$ cat src/rtl/display_pkg.sv
// Shared definitions for the two-digit BCD seven-segment scanner.
//   - Active-high segment patterns in {g,f,e,d,c,b,a} order.
//   - Digit index encoding used by the scan state machine.
package display_pkg;

    localparam logic [6:0] SEG_0    = 7'h3F;
    localparam logic [6:0] SEG_1    = 7'h06;
    localparam logic [6:0] SEG_2    = 7'h5B;
    localparam logic [6:0] SEG_3    = 7'h4F;
    localparam logic [6:0] SEG_4    = 7'h66;
    localparam logic [6:0] SEG_5    = 7'h6D;
    localparam logic [6:0] SEG_6    = 7'h7D;
    localparam logic [6:0] SEG_7    = 7'h07;
    localparam logic [6:0] SEG_8    = 7'h7F;
    localparam logic [6:0] SEG_9    = 7'h6F;
    localparam logic [6:0] SEG_DASH = 7'h40;
    localparam logic [6:0] SEG_OFF  = 7'h00;

    typedef enum logic {
        DIG_UNITS = 1'b0,
        DIG_TENS  = 1'b1
    } digit_e;

endpackage

$ cat src/rtl/bcd_display_scanner_if.sv
// Load bus between the binary-to-BCD converter and the display scanner.
//   load  : single-cycle strobe, captures units/tens
//   units : BCD ones digit
//   tens  : BCD tens digit
// master = converter side (drives), slave = scanner side (receives).
interface bcd_display_scanner_if;
    logic       load;
    logic [3:0] units;
    logic [3:0] tens;

    modport master (output load, output units, output tens);
    modport slave  (input  load, input  units, input  tens);
endinterface

$ cat src/rtl/seven_seg_decode.sv
// Combinational BCD to seven-segment decoder.
//   digit : 4-bit code in
//   seg   : active-high segments {g,f,e,d,c,b,a}; codes 10..15 show a dash
module seven_seg_decode
    import display_pkg::*;
(
    input  logic [3:0] digit,
    output logic [6:0] seg
);

    always_comb begin
        seg = SEG_DASH;
        case (digit)
            4'd0: seg = SEG_0;
            4'd1: seg = SEG_1;
            4'd2: seg = SEG_2;
            4'd3: seg = SEG_3;
            4'd4: seg = SEG_4;
            4'd5: seg = SEG_5;
            4'd6: seg = SEG_6;
            4'd7: seg = SEG_7;
            4'd8: seg = SEG_8;
            4'd9: seg = SEG_9;
            default: seg = SEG_DASH;
        endcase
    end

endmodule

$ cat src/rtl/bcd_display_scanner.sv
// Two-digit time-multiplexed seven-segment display driver.
// New digit pairs are captured into a shadow register on load and only
// committed to the displayed value at a frame boundary, so a pair never
// tears mid-frame.
//   clk        : system clock, rising edge
//   rst_n      : asynchronous active-low reset
//   bus        : slave side of the load bus (load, units, tens)
//   seg        : registered segments {g,f,e,d,c,b,a}, polarity per ACTIVE_LOW
//   dig_en     : registered digit enables, [0]=units [1]=tens
//   pending    : shadow register holds an uncommitted value
//   frame_tick : one-cycle pulse when the scan wraps back to the units digit
module bcd_display_scanner
    import display_pkg::*;
#(
    parameter int REFRESH_DIV   = 50000,
    parameter int BLANK_LEADING = 1,
    parameter int ACTIVE_LOW    = 1
) (
    input  logic                 clk,
    input  logic                 rst_n,
    bcd_display_scanner_if.slave bus,
    output logic [6:0]           seg,
    output logic [1:0]           dig_en,
    output logic                 pending,
    output logic                 frame_tick
);

    localparam int              DIV_W    = (REFRESH_DIV > 2) ? $clog2(REFRESH_DIV) : 1;
    localparam logic [DIV_W-1:0] DIV_LAST = DIV_W'(REFRESH_DIV - 1);
    localparam bit              BLANK_EN = (BLANK_LEADING != 0);
    localparam bit              INVERT   = (ACTIVE_LOW != 0);

    // Board polarity: everything inside is active-high until the output register.
    function automatic logic [6:0] seg_polarity(input logic [6:0] s);
        return INVERT ? ~s : s;
    endfunction

    function automatic logic [1:0] en_polarity(input logic [1:0] e);
        return INVERT ? ~e : e;
    endfunction

    logic [DIV_W-1:0] div_p0;
    digit_e           idx_p0;
    digit_e           idx_next;
    logic [3:0]       active_units_p0;
    logic [3:0]       active_tens_p0;
    logic [3:0]       shadow_units_p0;
    logic [3:0]       shadow_tens_p0;
    logic             pending_p0;
    logic             frame_tick_p0;
    logic [6:0]       seg_p1;
    logic [1:0]       dig_en_p1;

    logic             terminal;
    logic             boundary;
    logic [3:0]       digit_sel;
    logic [6:0]       seg_raw;
    logic             blank;

    assign terminal = (div_p0 == DIV_LAST);
    assign boundary = terminal && (idx_p0 == DIG_TENS);

    // ---- Stage p0: divider, digit index, shadow/active value ----
    always_comb begin
        idx_next = idx_p0;
        if (terminal) begin
            case (idx_p0)
                DIG_UNITS: idx_next = DIG_TENS;
                DIG_TENS:  idx_next = DIG_UNITS;
                default:   idx_next = DIG_UNITS;
            endcase
        end
    end

    always_ff @(posedge clk or negedge rst_n) begin
        if (!rst_n) begin
            idx_p0 <= DIG_UNITS;
        end else begin
            idx_p0 <= idx_next;
        end
    end

    always_ff @(posedge clk or negedge rst_n) begin
        if (!rst_n) begin
            div_p0        <= '0;
            frame_tick_p0 <= 1'b0;
        end else begin
            div_p0        <= terminal ? '0 : div_p0 + 1'b1;
            frame_tick_p0 <= boundary;
        end
    end

    // A load landing on the boundary bypasses the shadow and commits directly,
    // otherwise the last load before the boundary wins.
    always_ff @(posedge clk or negedge rst_n) begin
        if (!rst_n) begin
            shadow_units_p0 <= 4'd0;
            shadow_tens_p0  <= 4'd0;
            active_units_p0 <= 4'd0;
            active_tens_p0  <= 4'd0;
            pending_p0      <= 1'b0;
        end else begin
            if (bus.load) begin
                shadow_units_p0 <= bus.units;
                shadow_tens_p0  <= bus.tens;
            end
            if (boundary) begin
                pending_p0 <= 1'b0;
                if (bus.load) begin
                    active_units_p0 <= bus.units;
                    active_tens_p0  <= bus.tens;
                end else if (pending_p0) begin
                    active_units_p0 <= shadow_units_p0;
                    active_tens_p0  <= shadow_tens_p0;
                end
            end else if (bus.load) begin
                pending_p0 <= 1'b1;
            end
        end
    end

    assign digit_sel = (idx_p0 == DIG_TENS) ? active_tens_p0 : active_units_p0;

    seven_seg_decode u_decode (
        .digit (digit_sel),
        .seg   (seg_raw)
    );

    // Blanking only clears segments; the tens enable still fires so the
    // scan duty cycle does not change.
    assign blank = BLANK_EN && (idx_p0 == DIG_TENS) && (active_tens_p0 == 4'd0);

    // ---- Stage p1: registered display outputs ----
    always_ff @(posedge clk or negedge rst_n) begin
        if (!rst_n) begin
            seg_p1    <= seg_polarity(SEG_OFF);
            dig_en_p1 <= en_polarity(2'b00);
        end else begin
            seg_p1    <= seg_polarity(blank ? SEG_OFF : seg_raw);
            dig_en_p1 <= en_polarity((idx_p0 == DIG_TENS) ? 2'b10 : 2'b01);
        end
    end

    assign seg        = seg_p1;
    assign dig_en     = dig_en_p1;
    assign pending    = pending_p0;
    assign frame_tick = frame_tick_p0;

endmodule

$ cat src/flat_wrapper.sv
// flat-port wrapper written by rule: the top's interface ports become plain ports
module bcd_display_scanner_flat import display_pkg::*;
#(
    parameter int REFRESH_DIV   = 50000,
    parameter int BLANK_LEADING = 1,
    parameter int ACTIVE_LOW    = 1
)
  (clk, rst_n, seg, dig_en, pending, frame_tick, bus_load, bus_units, bus_tens);
  bcd_display_scanner_if bus_i ();
  input  logic clk;
  input  logic rst_n;
  output logic [6:0] seg;
  output logic [1:0] dig_en;
  output logic pending;
  output logic frame_tick;
  input wire logic [$bits(bus_i.load)-1:0] bus_load;
  input wire logic [$bits(bus_i.units)-1:0] bus_units;
  input wire logic [$bits(bus_i.tens)-1:0] bus_tens;
  assign bus_i.load = bus_load;
  assign bus_i.units = bus_units;
  assign bus_i.tens = bus_tens;
  bcd_display_scanner #(.REFRESH_DIV(REFRESH_DIV), .BLANK_LEADING(BLANK_LEADING), .ACTIVE_LOW(ACTIVE_LOW)) u_core (.clk(clk), .rst_n(rst_n), .bus(bus_i), .seg(seg), .dig_en(dig_en), .pending(pending), .frame_tick(frame_tick));
endmodule
$ cat config.mk
export PLATFORM = sky130hd
export DESIGN_NAME = bcd_display_scanner_flat
export DESIGN_NICKNAME = d
export VERILOG_FILES = /design/src/rtl/display_pkg.sv /design/src/rtl/bcd_display_scanner_if.sv /design/src/rtl/seven_seg_decode.sv /design/src/rtl/bcd_display_scanner.sv /design/src/flat_wrapper.sv
export SDC_FILE = /design/constraint.sdc
export NUM_CORES = 1
export LEC_CHECK = 0
export BUFFER_PORTS_ARGS = -buffer_cell sky130_fd_sc_hd__buf_2
export CELL_PAD_IN_SITES_DETAIL_PLACEMENT = 1
export CELL_PAD_IN_SITES_GLOBAL_PLACEMENT = 2
export CORE_MARGIN = 2
export CORE_UTILIZATION = 32
export DETAILED_ROUTE_END_ITERATION = 6
export PLACE_DENSITY = 0.73
export SETUP_SLACK_MARGIN = 0.1
export SLEW_MARGIN = 20
export SYNTH_ARGS = -nofsm -noshare
export SYNTH_HDL_FRONTEND = slang
export SYNTH_SLANG_ARGS = --single-unit
export TNS_END_PERCENT = 100
$ cat constraint.sdc
create_clock -name clk -period 3.6 [get_ports clk]
set_clock_uncertainty 0.05 [all_clocks]
set_input_delay 0.72 -clock clk [delete_from_list [all_inputs] [get_ports clk]]
set_output_delay 0.72 -clock clk [all_outputs]
set_load 0.01 [all_outputs]
==> flow_summary.ini, run 1 <==
[worst_setup_path]
crit_path_start_kind = flip-flop
slowest_stage = or3_1
crit_type = flip-flop to flip-flop
arrival_ns = 2.75
crit_buf_inv = 0
critical_path_required_ns = 3.72
rrSetupSlack_ns = 0.97
critical_path.endpoint_type = flip-flop
path_max_fanout = 8
path_delay_family = simple AND/OR/NAND/NOR gates
cp_cell_sequence = or4b_4, or4_4, or3_1, mux2_4
max_stage_delay_ns = 0.58

[synthesis]
synth_area_um2 = 1970
ys_warn_count = 0
ys_seq_area_share_pct = 56.4
syn_nets = 175
synth_cell_types = 31
syn_avg_cell_area_um2 = 12.5
netlist_instances = 158
synth_seq_cells = 44

[layout]
layout-drive-gt1-share_pct = 33.0
nets = 201
n_antenna_cell = 0
fillCellCount = 665
synthToLayoutAreaGrowth_pct = 15.2

[sta]
hold_violations = 0
worst_slew_pin_slew_ns = 0.953
slew_headroom_pct = 36.5
rsz0062_at_grt = no
max_freq_mhz = 381
fin_crit_sh_pct = 73.0
finalSetupViolations = 0
finalMaxSlewViolations = 0
post-route-min-period_ns = 2.63
setup_tns_ns = 0

[grt]
grt_overflow = 0
grt_start_max_net_pins = 45
track_usage_pct = 12.5
grt_antenna_before_repair = 0
grt_pass1_wl_mm = 6.38
grt_pass1_vias = 1408

[cts]
h-tree-depth = 2
cts_sinks = 44
cts_setup_buffers = 0
clkTransAtPathRegs_ns = 0.08
cts_made_buffers = 5
cts_tree = done
clk_latency_ns = 0.28
ctsHoldBuffers = 0
cts_buffer_depth = 2
cts_resized = 0
ctsRootBufferMaster = clkbuf_8

[floorplan]
ioPinCount = 22
die_x_um = 82.5
fp.coreArea_um2 = 5960
placementRows = 28
dieArea_um2 = 6810
die_h_um = 82.5
initial_utilization_pct = 33.1

[detailed_routing]
wire_per_inst_um = 14.5
first_pass_iters = 5
drt_iter0_drc = 29
drtAntennaViolNets = 0
vias = 1268
drt-total-wl_mm = 3.78
vias_per_cell = 4.88
remaining_drc_errors = 0

[power_and_ir_drop]
p_per_area_nw_per_um2 = 418
power.total_uw = 949
power.leakage_nw = 1.05
ir_drop_mv = 0.239

[worst_hold_path]
min_path_type = flip-flop to flip-flop

[run_status]
status = finished, final reports clean

[job]
maxCapViolCount = 0

[placed_design]
dp_hpwl_mm = 2.84
routabilityCongestion = 0.799
portBuffers = 21
## per-stage QoR
stage	cells	cell area (µm²)	setup WS (ns)	utilization (%)	hold slack [ns]
floorplan	158	1970	1.18	-	0.303
global placement	252	2160	1.02	36.3	0.421
detailed placement	252	2160	0.963	36.3	0.435
CTS	260	2270	0.974	38.2	0.449
global route	260	2270	0.837	38.2	0.466
finish	260	2270	0.973	38.2	0.441
## registers in the layout, indices dropped and copies added, names as in the netlist, 2 cells and up
signal,flops
u_core.shadow_units_p0,4
u_core.dig_en,2
u_core.div_p0,16
u_core.shadow_tens_p0,4
u_core.active_units_p0,4
u_core.seg,7
u_core.active_tens_p0,4
## cells by family (layout without fill, tap and decap cells)
| kind of cell | count (synthesis) | in the layout | synth area share, % |
|---|---|---|---|
| buffers and inverters | 11 | 38 | 2.47 |
| DFF | 44 | 44 | 56.4 |
| adders and majority gates | 6 | 6 | 3.80 |
| muxes | 23 | 23 | 14.3 |
| AOI/OAI and AO/OA | 16 | 16 | 4.31 |
| xor gates and xnor gates | 10 | 10 | 4.44 |
| and+or+nand+nor | 48 | 48 | 14.3 |
## worst register-to-register path: stages, from the launching register on
cell,delay [ns]
dfrtp_1,0.43
or4b_4,0.57
or4_4,0.51
or3_1,0.58
mux2_4,0.38
## routing by layer
metal	up-vias	global-route usage [%]	part of all wire, %
met5	-	0	0
met4	0	3.93	1.0
met3	4	3.59	3.7
met2	20	22.7	53
met1	644	14.1	43
li1	600	-	-
## power by group
part	total [mW]	internal [mW]	switching, mW	leakage [nW]
Clock	0.367	0.206	0.161	0.0558
Combinational	0.0597	0.0269	0.0328	0.453
Sequential	0.522	0.516	0.00624	0.541
Total	0.949	0.748	0.200	1.05
## area by class of cell
type	count	area [µm²]	share of cell area, %
multi-input combinational	103	812	35.7
sequential	44	1110	49.0
timing repair buffer	22	113	4.96
tap	75	93.8	4.13
inverter	8	30.0	1.32
clock buffer	5	68.8	3.03
clock inverter	3	42.5	1.87
## path summary, 6_finish.rpt
kind,start,to,cells past startpoint
worst max-delay path,u_core.div_p0[7],u_core.active_units_p0[2],4
worst min-delay path,u_core.div_p0[0],u_core.div_p0[0],1
worst max register to register,u_core.div_p0[7],u_core.active_units_p0[2],4
worst min register to register,u_core.div_p0[0],u_core.div_p0[0],1
max in group asynchronous,rst_n,u_core.div_p0[13],1
min in group asynchronous,rst_n,u_core.div_p0[10],1
## synthesized netlist by cell type, drive strengths merged
cell      n  share of area, %
or3       4               1.3
nand3     5               1.3
ha        6               3.8
o21a      1              0.38
buf       1              0.57
nor4b     1              0.44
clkbuf    2              0.38
nand4     6               1.9
inv       8               1.5
nor2     14               2.7
dfstp     9                12
or4bb     1              0.57
nand2     6               1.1
o21ai     9               2.3
mux2i     5               2.5
dfrtp    35                44
xor2      5               2.2
or4b      1              0.70
nand4bb   1              0.57
nand2b    2              0.63
o31ai     1              0.38
or4       4               1.8
mux2     18                12
and2      1              0.38
xnor2     5               2.2
nor4      2              0.95
a21oi     5               1.3
## placed cells by master, fill, tap and decap left out, types with 2 or more instances in the layout
cell type,count
a21oi_1,5
buf_2,21
clkbuf_8,5
dfrtp_1,35
dfstp_2,9
ha_1,6
inv_1,8
mux2_2,10
mux2_4,8
mux2i_1,5
nand2_1,6
nand2b_1,2
nand3_1,5
nand4_1,6
nor2_1,14
o21ai_0,9
or3_1,4
or4_1,2
xnor2_1,5
xor2_1,5
Note: power is estimated with default switching activity, not from simulation.
==> run 2, diff against run 1 <==
--- a/config.mk
+++ b/config.mk
@@ -5,13 +5,14 @@
 export SDC_FILE = /design/constraint.sdc
 export NUM_CORES = 1
 export LEC_CHECK = 0
+export ABC_AREA = 1
 export BUFFER_PORTS_ARGS = -buffer_cell sky130_fd_sc_hd__buf_2
 export CELL_PAD_IN_SITES_DETAIL_PLACEMENT = 1
 export CELL_PAD_IN_SITES_GLOBAL_PLACEMENT = 2
 export CORE_MARGIN = 2
-export CORE_UTILIZATION = 32
+export CORE_UTILIZATION = 31
 export DETAILED_ROUTE_END_ITERATION = 6
-export PLACE_DENSITY = 0.73
+export PLACE_DENSITY = 0.8
 export SETUP_SLACK_MARGIN = 0.1
 export SLEW_MARGIN = 20
 export SYNTH_ARGS = -nofsm -noshare
==> constraint.sdc (replaced) <==
create_clock -name clk -period 2.14 [get_ports clk]
set_clock_uncertainty 0.05 [all_clocks]
set_input_delay 0.428 -clock clk [delete_from_list [all_inputs] [get_ports clk]]
set_output_delay 0.428 -clock clk [all_outputs]
set_load 0.01 [all_outputs]
==> run 2 against run 1 <==
Net effect: final cell count up 48%; critical path type unchanged; critical endpoint is now u_core.active_tens_p0[2]; critical path depth rose by 4; synthesized cell count is 64% higher; non-clock buffer count is 4 higher.
==> flow_summary.ini, run 2 <==
[detailed_routing]
wire_per_inst_um = 11.5
drt_iter0_drc = 40
remaining_drc_errors = 0
vias_per_cell = 4.32
first_pass_iters = 4
drtAntennaViolNets = 0
drt-total-wl_mm = 4.43
vias = 1658

[sta]
finalMaxSlewViolations = 0
worst_slew_pin_slew_ns = 0.509
max_freq_mhz = 636
rsz0062_at_grt = no
finalSetupViolations = 0
fin_crit_sh_pct = 73.5
post-route-min-period_ns = 1.57
setup_tns_ns = 0
holdWs_ns = 0.0252
hold_violations = 0
slew_headroom_pct = 65.7

[grt]
grt_pass1_vias = 1752
grt_antenna_before_repair = 0
grt_start_max_net_pins = 26
track_usage_pct = 13.3
grt_pass1_wl_mm = 8.07
grt_overflow = 0

[floorplan]
die_h_um = 87.6
die_x_um = 87.6
placementRows = 30
fp.coreArea_um2 = 6790
dieArea_um2 = 7670
ioPinCount = 22
initial_utilization_pct = 31.9

[layout]
fillCellCount = 857
layout-drive-gt1-share_pct = 19.1
final_cell_area_um2 = 2520
largest_reg_flops = 16
nets = 304
synthToLayoutAreaGrowth_pct = 16.3
final_common_cell = nand2_1
n_antenna_cell = 0
final_cell_mix = 86 x nand2_1, 35 x dfrtp_1, 29 x nor2_1
top_register = u_core.div_p0
final_core_util_pct = 37.1

[power_and_ir_drop]
p_clk_share_pct = 42.3
ir_drop_mv = 0.311
p_int_mw = 1.21
seqPwrFrac_pct = 54.5
swShare_pct = 22.1
p_per_area_nw_per_um2 = 619
power.leakage_nw = 1.33
comb_power_share_pct = 3.2
p_sw_uw = 345

[synthesis]
synth_edf_count = 0
synth_area_um2 = 2160
netlist_instances = 259
synth_top_area_share_pct = 40.5
ys_seq_area_share_pct = 51.4
synth.most_common_cell = nand2_1
synth_seq_cells = 44
synth_ff_type = dfrtp_1
ys_warn_count = 0
synth_top_area_cell = dfrtp_1
async_flop_share_pct = 100
synth.top_cells.by_count = 86 x nand2_1, 35 x dfrtp_1, 29 x nor2_1
syn_avg_cell_area_um2 = 8.36
synth_cell_types = 27
synthTopCellsByArea = dfrtp_1 40%, nand2_1 15%, dfstp_2 11%
syn_nets = 276

[cts]
cts_made_buffers = 5
cts_buffer_depth = 2
ctsHoldBuffers = 0
ctsRootBufferMaster = clkbuf_8
cts_resized = 0
clk_latency_ns = 0.30
clkTransAtPathRegs_ns = 0.09
cts_tree = done
cts_setup_buffers = 0
cts_sinks = 44
h-tree-depth = 2

[run_status]
status = finished, final reports clean

[placed_design]
portBuffers = 21
dpl-instance-area_um2 = 2400
routabilityCongestion = 0.771
dp_hpwl_mm = 3.47

[worst_setup_path]
critical_path.endpoint_type = flip-flop
critical_path_required_ns = 2.33
arrival_ns = 1.76
path_max_fanout = 9
rrSetupSlack_ns = 0.57
crit_path_start_kind = flip-flop
crit_type = flip-flop to flip-flop

[job]
maxCapViolCount = 0

[worst_hold_path]
min_path_type = input pin to async pin
[run 2: changes by cell type after synthesis, sizes merged, moves of 5 or more]
cell   change
nand2     +81
inv       +23
mux2      -18
nor2      +17
nand3      +9
mux2i      -5
nand4      +5
xnor2      -5
[run 2: path summary, 6_finish.rpt]
| path | start | to | depth (start not counted) |
|---|---|---|---|
| worst max-delay path | u_core.div_p0[0] | u_core.active_tens_p0[2] | 8 |
| worst min-delay path | rst_n | u_core.div_p0[5] | 1 |
| worst max register to register | u_core.div_p0[0] | u_core.active_tens_p0[2] | 8 |
| worst min register to register | u_core.active_tens_p0[0] | u_core.active_tens_p0[0] | 2 |
| max in group asynchronous | rst_n | u_core.dig_en[1] | 2 |
| min in group clk | bus_units[2] | u_core.shadow_units_p0[2] | 3 |
[run 2: metal layers]
layer,track usage (%),vias to the layer above,wire length (µm)
met3,2.83,6,124
li1,-,864,-
met5,0,-,0
met4,5.03,0,74
met2,21.9,21,2040
met1,17.1,767,2190
[run 2: final cells by class]
type | instances | area (µm²) | share of cell area (%)
timing repair buffer | 26 | 155 | 6.16
clock inverter | 3 | 46.3 | 1.84
clock buffer | 5 | 68.8 | 2.73
inverter | 32 | 125 | 4.97
multi-input combinational | 178 | 890 | 35.3
tap | 96 | 120 | 4.77
sequential | 44 | 1110 | 44.2
[run 2: power groups by stage]
| stage | Combinational [mW] | Clock (mW) | Sequential (mW) |
|---|---|---|---|
| after floorplan | 0.0182 | 0 | 0.863 |
| after global placement | 0.0525 | 0 | 0.864 |
| after detailed placement | 0.0536 | 0 | 0.864 |
| after CTS | 0.0537 | 0.686 | 0.849 |
| after global routing | 0.0609 | 0.724 | 0.850 |
| final | 0.0506 | 0.659 | 0.849 |
[run 2: cell families after synthesis]
logic type | synth area share (%)
simple gates | 29.9
xor+xnor | 2.83
compound gates | 4.91
flops | 51.4
buf+inv | 7.51
fa+ha+maj | 3.47
[run 2: worst max-delay path: stages, from the launching register on]
cell and delay [ns]:
dfrtp_1 0.39, ha_1 0.21, nand2_1 0.08, nor2_1 0.10, nand3_1 0.09, nor2_2 0.23
buf_4 0.20, nand4_1 0.09, nand2_1 0.08
[run 2: through the flow]
stage | power, mW | setup slack [ns] | std cells
floorplan | 0.881 | 0.571 | 259
global route | 1.63 | 0.375 | 384
detailed placement | 0.918 | 0.541 | 376
global placement | 0.916 | 0.594 | 376
finish | 1.56 | 0.567 | 384
CTS | 1.59 | 0.526 | 384
==> run 3, diff against run 2 <==
--- a/config.mk
+++ b/config.mk
@@ -5,14 +5,14 @@
 export SDC_FILE = /design/constraint.sdc
 export NUM_CORES = 1
 export LEC_CHECK = 0
-export ABC_AREA = 1
+export ABC_AREA = 0
 export BUFFER_PORTS_ARGS = -buffer_cell sky130_fd_sc_hd__buf_2
 export CELL_PAD_IN_SITES_DETAIL_PLACEMENT = 1
 export CELL_PAD_IN_SITES_GLOBAL_PLACEMENT = 2
 export CORE_MARGIN = 2
-export CORE_UTILIZATION = 31
+export CORE_UTILIZATION = 32
 export DETAILED_ROUTE_END_ITERATION = 6
-export PLACE_DENSITY = 0.8
+export PLACE_DENSITY = 0.73
 export SETUP_SLACK_MARGIN = 0.1
 export SLEW_MARGIN = 20
 export SYNTH_ARGS = -nofsm -noshare
==> constraint.sdc (replaced) <==
create_clock -name clk -period 1.6 [get_ports clk]
set_clock_uncertainty 0.05 [all_clocks]
set_input_delay 0.32 -clock clk [delete_from_list [all_inputs] [get_ports clk]]
set_output_delay 0.32 -clock clk [all_outputs]
set_load 0.01 [all_outputs]
==> run 3 against run 2 <==
Net effect: the flow now finishes with violations (setup timing); critical path depth is 3 lower; combinational power grew to 3.6 times the previous value; clock power is 35% higher; global-route usage is 2.5 points higher; flip-flop and latch count stayed put; maximum frequency is 35% lower; die area is 11% lower; critical path type unchanged; critical endpoint is now u_core.active_units_p0[3]; largest power group unchanged; highest routed layer unchanged.
==> flow_summary.ini, run 3 (synthesized netlist as in run 1, its figures left out) <==
[layout]
final_common_cell = dfrtp_1
final_cell_area_um2 = 2870
synthToLayoutAreaGrowth_pct = 45.3
n_antenna_cell = 0
largest_reg_flops = 16
seq_area_um2 = 1110
fillCellCount = 644
final_cell_mix = 35 x dfrtp_1, 33 x buf_4, 21 x buf_2
layout-drive-gt1-share_pct = 57.6
nets = 245
final_cells = 304
top_register = u_core.div_p0
multiInputGateArea_um2 = 1010

[sta]
fin_crit_sh_pct = 150
rsz0062_at_grt = yes
finalSetupViolations = 21
finalMaxSlewViolations = 0
slew_headroom_pct = 65.6
hold_violations = 0
worst_slew_pin_slew_ns = 0.516
postLayoutSetupSlackWorst_ns = -0.803
post-route-min-period_ns = 2.40
max_freq_mhz = 416

[worst_setup_path]
path_max_fanout = 8
crit_type = flip-flop to flip-flop
arrival_ns = 2.55
critical_path_required_ns = 1.75
slowest_stage = or4bb_1
critical_path.endpoint_type = flip-flop
crit_path_start_kind = flip-flop
max_stage_delay_ns = 0.54
reg2regPathDepth = 5
rr_startpoint = u_core.div_p0[13]
r2r-end = u_core.active_units_p0[3]
rrSetupSlack_ns = -0.80
cp_cell_sequence = or4bb_1, or4_4, or3_4, buf_6, mux2_4

[power_and_ir_drop]
power.leakage_nw = 1.32
ir_drop_mv = 0.465
p_per_area_nw_per_um2 = 786

[cts]
cts_sinks = 44
ctsRootBufferMaster = clkbuf_8
cts_made_buffers = 5
h-tree-depth = 2
clk_latency_ns = 0.30
cts_tree = done
clkTransAtPathRegs_ns = 0.09
cts_buffer_depth = 2

[grt]
grt_antenna_before_repair = 0
track_usage_pct = 15.8
grt_overflow = 0
grt_pass1_wl_mm = 7.89
grt_pass1_vias = 1628
grt_start_max_net_pins = 24

[placed_design]
dp.cells = 283
dpl-instance-area_um2 = 2460
dp_hpwl_mm = 3.26
portBuffers = 21
routabilityCongestion = 0.816

[run_status]
failed_checks = setup timing
status = finished with violations

[detailed_routing]
wire_per_inst_um = 15.6
drtAntennaViolNets = 0
drt_iter0_drc = 17
vias_per_cell = 4.80
first_pass_iters = 3
vias = 1460
remaining_drc_errors = 0
drt-total-wl_mm = 4.75

[floorplan]
dieArea_um2 = 6810
initial_utilization_pct = 33.1
placementRows = 28
ioPinCount = 22
die_x_um = 82.5
die_h_um = 82.5
fp.coreArea_um2 = 5960

[worst_hold_path]
hold_start = bus_units[2]
min_path_type = input pin to flip-flop
min_path_cells = 2
hold_path_end = u_core.shadow_units_p0[2]

[job]
maxCapViolCount = 0
## run 3: changes by cell type in the layout (fill, tap and decap cells not counted), moves of 10 or more
| cell | change |
|---|---|
| nand2_1 | -81 |
| inv_1 | -23 |
| mux2_2 | +10 |
| nor2_1 | -21 |
| buf_4 | +29 |
## run 3: worst max path at each step
| stage | cells past startpoint | start | end | slack, ns |
|---|---|---|---|---|
| after global placement | 5 | u_core.div_p0[13] | u_core.active_units_p0[0] | -0.78 |
| after detailed placement | 5 | u_core.div_p0[13] | u_core.active_units_p0[3] | -0.83 |
| after floorplan | 5 | u_core.div_p0[13] | u_core.active_tens_p0[0] | -0.73 |
| after global routing | 5 | u_core.div_p0[13] | u_core.active_units_p0[3] | -0.83 |
| after CTS | 5 | u_core.div_p0[12] | u_core.active_units_p0[3] | -0.78 |
| final | 5 | u_core.div_p0[13] | u_core.active_units_p0[3] | -0.80 |
## run 3: final cells by class
type | count | area share, %
Clock inverter | 3 | 1.62
Inverter | 8 | 1.05
Clock buffer | 5 | 2.40
Multi-Input combinational cell | 103 | 35.3
Timing Repair Buffer | 66 | 17.6
Tap cell | 75 | 3.27
Sequential cell | 44 | 38.8
## run 3: layer usage
metal | share of wire [%] | track usage (%) | vias to the layer above
met3 | 3.3 | 3.59 | 6
met5 | 0 | 0 | -
met2 | 58 | 29.8 | 21
met1 | 37 | 17.1 | 739
li1 | - | - | 694
met4 | 1.4 | 5.74 | 0
## run 3: stage by stage
stage               setup TNS, ns  power (mW)  util [%]  hold slack [ns]  worst slack [ns]
floorplan                   -8.35        1.28         -          -0.0256            -0.732
global placement            -8.62        1.34      41.3            0.252            -0.779
detailed placement          -9.57        1.35      41.3            0.272            -0.830
CTS                         -8.69        2.27      47.0            0.207            -0.780
global route               -10.35        2.35      48.1            0.215            -0.828
finish                      -9.37        2.25      48.1            0.215            -0.803
## run 3: what timing repair did
action                     CTS  global route
gates resized for setup     37            12
hold endpoints to repair    12             0
hold buffers                 1             0
setup endpoints to repair   29            30
buffers inserted            12             5
pin swaps                   17            13
## run 3: critical path: cells and delay by family (launching register included)
kind          cells  cell delay (ns)
simple gates      3             1.39
buf+inv           1             0.16
flops             1             0.40
mux               1             0.30
## run 3: report_power, final
| part | total, mW | internal [mW] | switching, mW | leakage (nW) |
|---|---|---|---|---|
| Clock | 0.891 | 0.471 | 0.420 | 0.0548 |
| Combinational | 0.183 | 0.0909 | 0.0925 | 0.727 |
| Sequential | 1.18 | 1.16 | 0.0177 | 0.541 |
